$ cat config.mk
export PLATFORM = sky130hd
export DESIGN_NAME = pcie_dma_responder
export DESIGN_NICKNAME = d
export VERILOG_FILES = /design/src/rtl/pcie_dma_responder.sv
export SDC_FILE = /design/constraint.sdc
export NUM_CORES = 1
export LEC_CHECK = 0
export BUFFER_PORTS_ARGS = -buffer_cell sky130_fd_sc_hd__buf_2
export CAP_MARGIN = 20
export CELL_PAD_IN_SITES_DETAIL_PLACEMENT = 2
export CELL_PAD_IN_SITES_GLOBAL_PLACEMENT = 2
export CORE_AREA = 2 2 511 513
export CTS_BUF_LIST = sky130_fd_sc_hd__clkbuf_8
export DETAILED_ROUTE_END_ITERATION = 10
export DIE_AREA = 0 0 513 515
export PLACE_DENSITY_LB_ADDON = 0.25
export SLEW_MARGIN = 25
export SYNTH_ARGS = -nofsm -noshare
export SYNTH_HDL_FRONTEND = slang
export SYNTH_SLANG_ARGS = --single-unit
$ cat constraint.sdc
create_clock -name clk -period 8.3 [get_ports clk]
set_clock_uncertainty 0.15 [all_clocks]
set_input_delay 0.83 -clock clk [delete_from_list [all_inputs] [get_ports clk]]
set_output_delay 0.83 -clock clk [all_outputs]
set_load 0.01 [all_outputs]
$ cat src/rtl/pcie_dma_responder.sv
// DMA completion engine: validates one descriptor, then copies it beat-by-beat
// over the local memory port. Optional watchdog enabled by PCIE_DMA_TIMEOUT_EN.
module pcie_dma_responder #(
  parameter int DATA_WIDTH = 512,
  parameter int ADDR_WIDTH = 64,
  parameter logic [ADDR_WIDTH-1:0] LOCAL_BASE = 64'h8000_0000,
  parameter logic [ADDR_WIDTH-1:0] LOCAL_SIZE = 64'h1000_0000,
  parameter int TIMEOUT_CYCLES = 1024
) (
  input  logic                  clk,
  input  logic                  rst_n,
  input  logic                  dma_req_valid,
  output logic                  dma_req_ready,
  input  logic [ADDR_WIDTH-1:0] dma_src_addr,
  input  logic [ADDR_WIDTH-1:0] dma_dst_addr,
  input  logic [31:0]           dma_length,
  input  logic                  dma_write,
  output logic                  dma_done,
  output logic                  dma_error,
  output logic [1:0]            dma_err_code,
  output logic                  mem_rd_req,
  output logic [ADDR_WIDTH-1:0] mem_rd_addr,
  input  logic                  mem_rd_gnt,
  input  logic                  mem_rd_valid,
  input  logic [DATA_WIDTH-1:0] mem_rd_data,
  output logic                  mem_wr_req,
  output logic [ADDR_WIDTH-1:0] mem_wr_addr,
  output logic [DATA_WIDTH-1:0] mem_wr_data,
  input  logic                  mem_wr_gnt
);

  localparam int BEAT_BYTES = DATA_WIDTH / 8;
  localparam int BEAT_LSB   = $clog2(BEAT_BYTES);
  localparam logic [31:0] BEAT_LEN = 32'(BEAT_BYTES);
  localparam logic [ADDR_WIDTH:0] WIN_LO = {1'b0, LOCAL_BASE};
  localparam logic [ADDR_WIDTH:0] WIN_HI = {1'b0, LOCAL_BASE} + {1'b0, LOCAL_SIZE};

  localparam logic [2:0] IDLE    = 3'd0;
  localparam logic [2:0] CHECK   = 3'd1;
  localparam logic [2:0] RD_REQ  = 3'd2;
  localparam logic [2:0] RD_WAIT = 3'd3;
  localparam logic [2:0] WR_REQ  = 3'd4;
  localparam logic [2:0] DONE    = 3'd5;
  localparam logic [2:0] ERR     = 3'd6;

  if (ADDR_WIDTH < 32) begin : g_bad_addr_width
    $error("ADDR_WIDTH must be at least 32");
  end
  if (TIMEOUT_CYCLES < 2) begin : g_bad_timeout
    $error("TIMEOUT_CYCLES must be at least 2");
  end

  logic [2:0]            state;
  logic [2:0]            state_nxt;
  logic                  alive;
  logic [ADDR_WIDTH-1:0] src_cur;
  logic [ADDR_WIDTH-1:0] dst_cur;
  logic [31:0]           rem;
  logic                  write_q;
  logic [DATA_WIDTH-1:0] rd_buf;
  logic [1:0]            err_code;

  logic                  accept;
  logic                  waiting;
  logic                  tmo;
  logic                  bad_len;
  logic                  bad_win;
  logic [ADDR_WIDTH:0]   len_ext;
  logic [ADDR_WIDTH:0]   src_end;
  logic [ADDR_WIDTH:0]   dst_end;
  logic [ADDR_WIDTH:0]   loc_lo;
  logic [ADDR_WIDTH:0]   loc_hi;

  // alive holds ready low for the first cycle after reset release
  assign dma_req_ready = alive && (state == IDLE);
  assign accept        = dma_req_valid && dma_req_ready;
  assign waiting       = (state == RD_REQ) || (state == RD_WAIT) || (state == WR_REQ);

  // Descriptor checks; only meaningful while in CHECK, before rem starts counting down
  assign len_ext = (ADDR_WIDTH+1)'(rem);
  assign src_end = {1'b0, src_cur} + len_ext;
  assign dst_end = {1'b0, dst_cur} + len_ext;
  assign loc_lo  = write_q ? {1'b0, dst_cur} : {1'b0, src_cur};
  assign loc_hi  = write_q ? dst_end : src_end;

  assign bad_len = (rem == 32'd0)
                || (rem[BEAT_LSB-1:0] != '0)
                || (src_cur[BEAT_LSB-1:0] != '0)
                || (dst_cur[BEAT_LSB-1:0] != '0);
  assign bad_win = src_end[ADDR_WIDTH] || dst_end[ADDR_WIDTH]
                || (loc_lo < WIN_LO) || (loc_hi > WIN_HI);

`ifdef PCIE_DMA_TIMEOUT_EN
  localparam int CNT_W = $clog2(TIMEOUT_CYCLES + 1);
  logic [CNT_W-1:0] wd_cnt;

  // Restarts on every state change, so each wait state gets a full budget
  always_ff @(posedge clk or negedge rst_n) begin
    if (!rst_n) begin
      wd_cnt <= '0;
    end else if (state_nxt != state) begin
      wd_cnt <= '0;
    end else if (waiting) begin
      wd_cnt <= wd_cnt + CNT_W'(1);
    end
  end

  assign tmo = waiting && (wd_cnt == CNT_W'(TIMEOUT_CYCLES - 1));
`else
  assign tmo = 1'b0;
`endif

  always_comb begin
    state_nxt = state;
    case (state)
      IDLE:    if (accept) state_nxt = CHECK;
      CHECK:   state_nxt = (bad_len || bad_win) ? ERR : RD_REQ;
      RD_REQ: begin
        if (mem_rd_gnt)  state_nxt = RD_WAIT;
        else if (tmo)    state_nxt = ERR;
      end
      RD_WAIT: begin
        if (mem_rd_valid) state_nxt = WR_REQ;
        else if (tmo)     state_nxt = ERR;
      end
      WR_REQ: begin
        if (mem_wr_gnt)  state_nxt = (rem == BEAT_LEN) ? DONE : RD_REQ;
        else if (tmo)    state_nxt = ERR;
      end
      DONE:    state_nxt = IDLE;
      ERR:     state_nxt = IDLE;
      default: state_nxt = IDLE;
    endcase
  end

  always_ff @(posedge clk or negedge rst_n) begin
    if (!rst_n) begin
      state    <= IDLE;
      alive    <= 1'b0;
      err_code <= 2'd0;
    end else begin
      state <= state_nxt;
      alive <= 1'b1;
      if (accept) begin
        err_code <= 2'd0;
      end else if (state == CHECK) begin
        if (bad_len)      err_code <= 2'd1;
        else if (bad_win) err_code <= 2'd2;
      end else if (waiting && state_nxt == ERR) begin
        err_code <= 2'd3;
      end
    end
  end

  // Beat addresses and remaining length advance only once the write lands
  always_ff @(posedge clk or negedge rst_n) begin
    if (!rst_n) begin
      src_cur <= '0;
      dst_cur <= '0;
      rem     <= '0;
      write_q <= 1'b0;
      rd_buf  <= '0;
    end else begin
      if (accept) begin
        src_cur <= dma_src_addr;
        dst_cur <= dma_dst_addr;
        rem     <= dma_length;
        write_q <= dma_write;
      end else if (state == WR_REQ && mem_wr_gnt) begin
        src_cur <= src_cur + ADDR_WIDTH'(BEAT_BYTES);
        dst_cur <= dst_cur + ADDR_WIDTH'(BEAT_BYTES);
        rem     <= rem - BEAT_LEN;
      end
      if (state == RD_WAIT && mem_rd_valid) begin
        rd_buf <= mem_rd_data;
      end
    end
  end

  assign dma_done     = (state == DONE);
  assign dma_error    = (state == ERR);
  assign dma_err_code = err_code;
  assign mem_rd_req   = (state == RD_REQ);
  assign mem_rd_addr  = src_cur;
  assign mem_wr_req   = (state == WR_REQ);
  assign mem_wr_addr  = dst_cur;
  assign mem_wr_data  = rd_buf;

endmodule

==> flow_summary.toml <==
[critical_path]
crit_arrival_ns = 5.45
crit_path_start = "mem_wr_addr[0]"
crit_type = "reg -> reg"
crit_end = "state[2]"
critPathRequiredTime_ns = 8.95
r2r_start = "mem_wr_addr[0]"
critPathMaxFanout = 6
end_kind = "flop"
reg2reg_depth = 12
cp-start-kind = "flop"
ff2ff_setup_slack_ns = 3.50
r2r-end = "state[2]"

[pwr]
ir_drop_mv = 0.172
leakage_nw = 24.2
power_density_nw_per_um2 = 407
p_total_mw = 22.5

[sta]
timing.final.crit_share = 0.578
final_max_slew_viol_count = 0
hold_ws_ns = 0.0784
worst_slew_margin_rel = 0.280
fin_ws_ns = 3.50
rsz0062_at_grt = "false"
min_period_ns = 4.80
tightest_slew_ns = 1.07
hold_viol = 0
setup_violations = 0
max_freq_mhz = 208
tns_ns = 0

[synthesis]
synth_cell_type_count = 103
synth-edff-count = 0
ys_ff_latch = 679
yosys-mux-area-fraction = 0.171
synth_top_area_frac = 0.485
synthTopCellsByCount = "dfrtp_1 (679), mux2_2 (522), nand2_1 (354)"
dominantRegCellSynth = "dfrtp_1"
synth-simple-area-share = 0.141
synth_adder_area_share = 0.0258
syn-cell-area_um2 = 35000
ys_seq_area_frac = 0.485
synth_top_family_by_area = "multiplexers"
synthCells = 3260
synth_compound_area_frac = 0.115
async_flop_share = 1.00
synth_xor_area_frac = 0.0358
postSynthAreaPerCell_um2 = 10.7
yosys.area.top_type = "dfrtp_1"
ys_top_cells_by_area = "dfrtp_1 (49%), mux2_2 (17%), nand2_1 (3.8%)"
synth_most_common_cell = "dfrtp_1"
synth_fp_nets = 4010
synth_warnings = 0

[final_layout]
fin_cells = 8798
post-route-util = 0.214
design_area_um2 = 55200
area_growth_pct = 57.7
drive_gt1_frac = 0.405
nFillCells = 29400
ff_latch_area_um2 = 17000
nets = 5972
multiInputGateArea_um2 = 17200

[clock_tree]
insertion_delay_ns = 0.93
cts.clk_slew.worst_paths_ns = 0.06
root_buffer = "clkbuf_8"
htreeDepth = 4
cts_setup_buffers = 0
ctsHoldBuffers = 643
cts_resized = 0
clock_path_buffers = 3
cts_tree = "yes"
numCtsBuffers = 152
numClockSinks = 679

[floorplan]
die-area_um2 = 264000
core.rowCount = 187
die_h_um = 515
floorplan.initialDensity = 0.135
io_pins = 1326
coreArea_um2 = 259000
die_w_um = 513

[route]
detail-route-antenna-nets = 0
first_pass_iters = 5
vias = 36500
drt-initial-drc-count = 1901
post-route-drc-count = 0
wl_per_cell_um = 33.1
viasPerCell = 4.14
wirelength_um = 291000

[worst_hold_path]
hold_path.class = "in -> reg"

[place]
port_buffers = 1325
place.gp.congestion = 0.917
hpwl_um = 248000
dp_cells = 7825
post_dp_cell_area_um2 = 45500
pre_cts_slack_ns = 3.44

[global_routing]
antenna_found_initial = 190
grt_pass1_wl_um = 382000
grt_pass1_vias = 39400
grt_max_degree = 158
grt_usage = 0.215
globalRouteOverflowTotal = 0

[status]
outcome = "finished, final reports clean"

[flow_run]
cap_viol_max_count = 0
[layout make-up]
| cell class | count | area share |
|---|---|---|
| Clock inverter | 78 | 0.0103 |
| Timing Repair Buffer | 2003 | 0.244 |
| Multi-Input combinational cell | 2355 | 0.311 |
| Clock buffer | 182 | 0.0454 |
| Antenna cell | 68 | 0.00308 |
| Tap cell | 3402 | 0.0771 |
| Sequential cell | 679 | 0.308 |
| Inverter | 31 | 0.00211 |
[cell usage in the layout, fill, tap and decap left out, drive strengths merged, types with 19 or more instances in the layout]
master and n:
o211ai 37, mux2 523, a31oi 22, nor4 48
nand2 356, a21oi 141, o311ai 22, inv 93
nor3 85, nor2 170, xor2 45, a221o 23
nand3 98, o21ai 187, xnor2 98, a211oi 19
nand4 89, clkbuf 182, dfrtp 679, buf 1360
and3 33, diode 68, ha 69, dlygate4sd3 643
[metal layers]
layer / up-vias / wire length [µm] / global-route usage
li1: 16000 / - / -
met1: 18700 / 111000 / 0.237
met2: 1238 / 150000 / 0.391
met3: 446 / 18200 / 0.0589
met4: 112 / 11600 / 0.0743
met5: - / 701 / 0
[flip-flops by register name, indices dropped and copies added, names as in the netlist]
name and cells:
alive 1, dma_err_code 2, mem_rd_addr 64, mem_wr_addr 64, mem_wr_data 512, rem 32, state 3, write_q 1
[power by group]
part,switching (mW),internal [mW],total [mW]
registers,1.79,4.92,6.71
clock network,1.91,2.11,4.02
logic,7.70,4.07,11.8
total,11.4,11.1,22.5
[logic make-up after synthesis]
| logic type | Yosys count |
|---|---|
| other | 1 |
| buffers and inverters | 226 |
| XOR/XNOR | 143 |
| adder cells (fa/ha/maj) | 71 |
| flip-flops | 679 |
| AO/OA/AOI/OAI | 610 |
| AND/OR/NAND/NOR | 996 |
| multiplexers | 534 |
[critical path: stages, from the launching register on]
cell      delay (ns)
dfrtp_1         0.42
ha_1            0.28
fa_1            0.44
a21o_1          0.25
a221o_1         0.43
a32oi_1         0.85
a311oi_1        0.26
xor2_1          0.20
nor3_1          0.36
o21ai_0         0.20
nor4_2          0.41
nand4_1         0.16
o31a_1          0.26
[worst min path at each step]
stage,start,end,slack (ns),depth (start not counted)
floorplan,rem[2],rem[2],0.35,2
global placement,mem_wr_data[310],mem_wr_data[310],0.34,1
detailed placement,mem_wr_data[369],mem_wr_data[369],0.34,1
CTS,mem_rd_data[72],mem_wr_data[72],0.00006,2
global route,mem_rd_data[66],mem_wr_data[66],-0.002,2
finish,mem_rd_data[66],mem_wr_data[66],0.08,2
(Power assumes the default switching activity.)
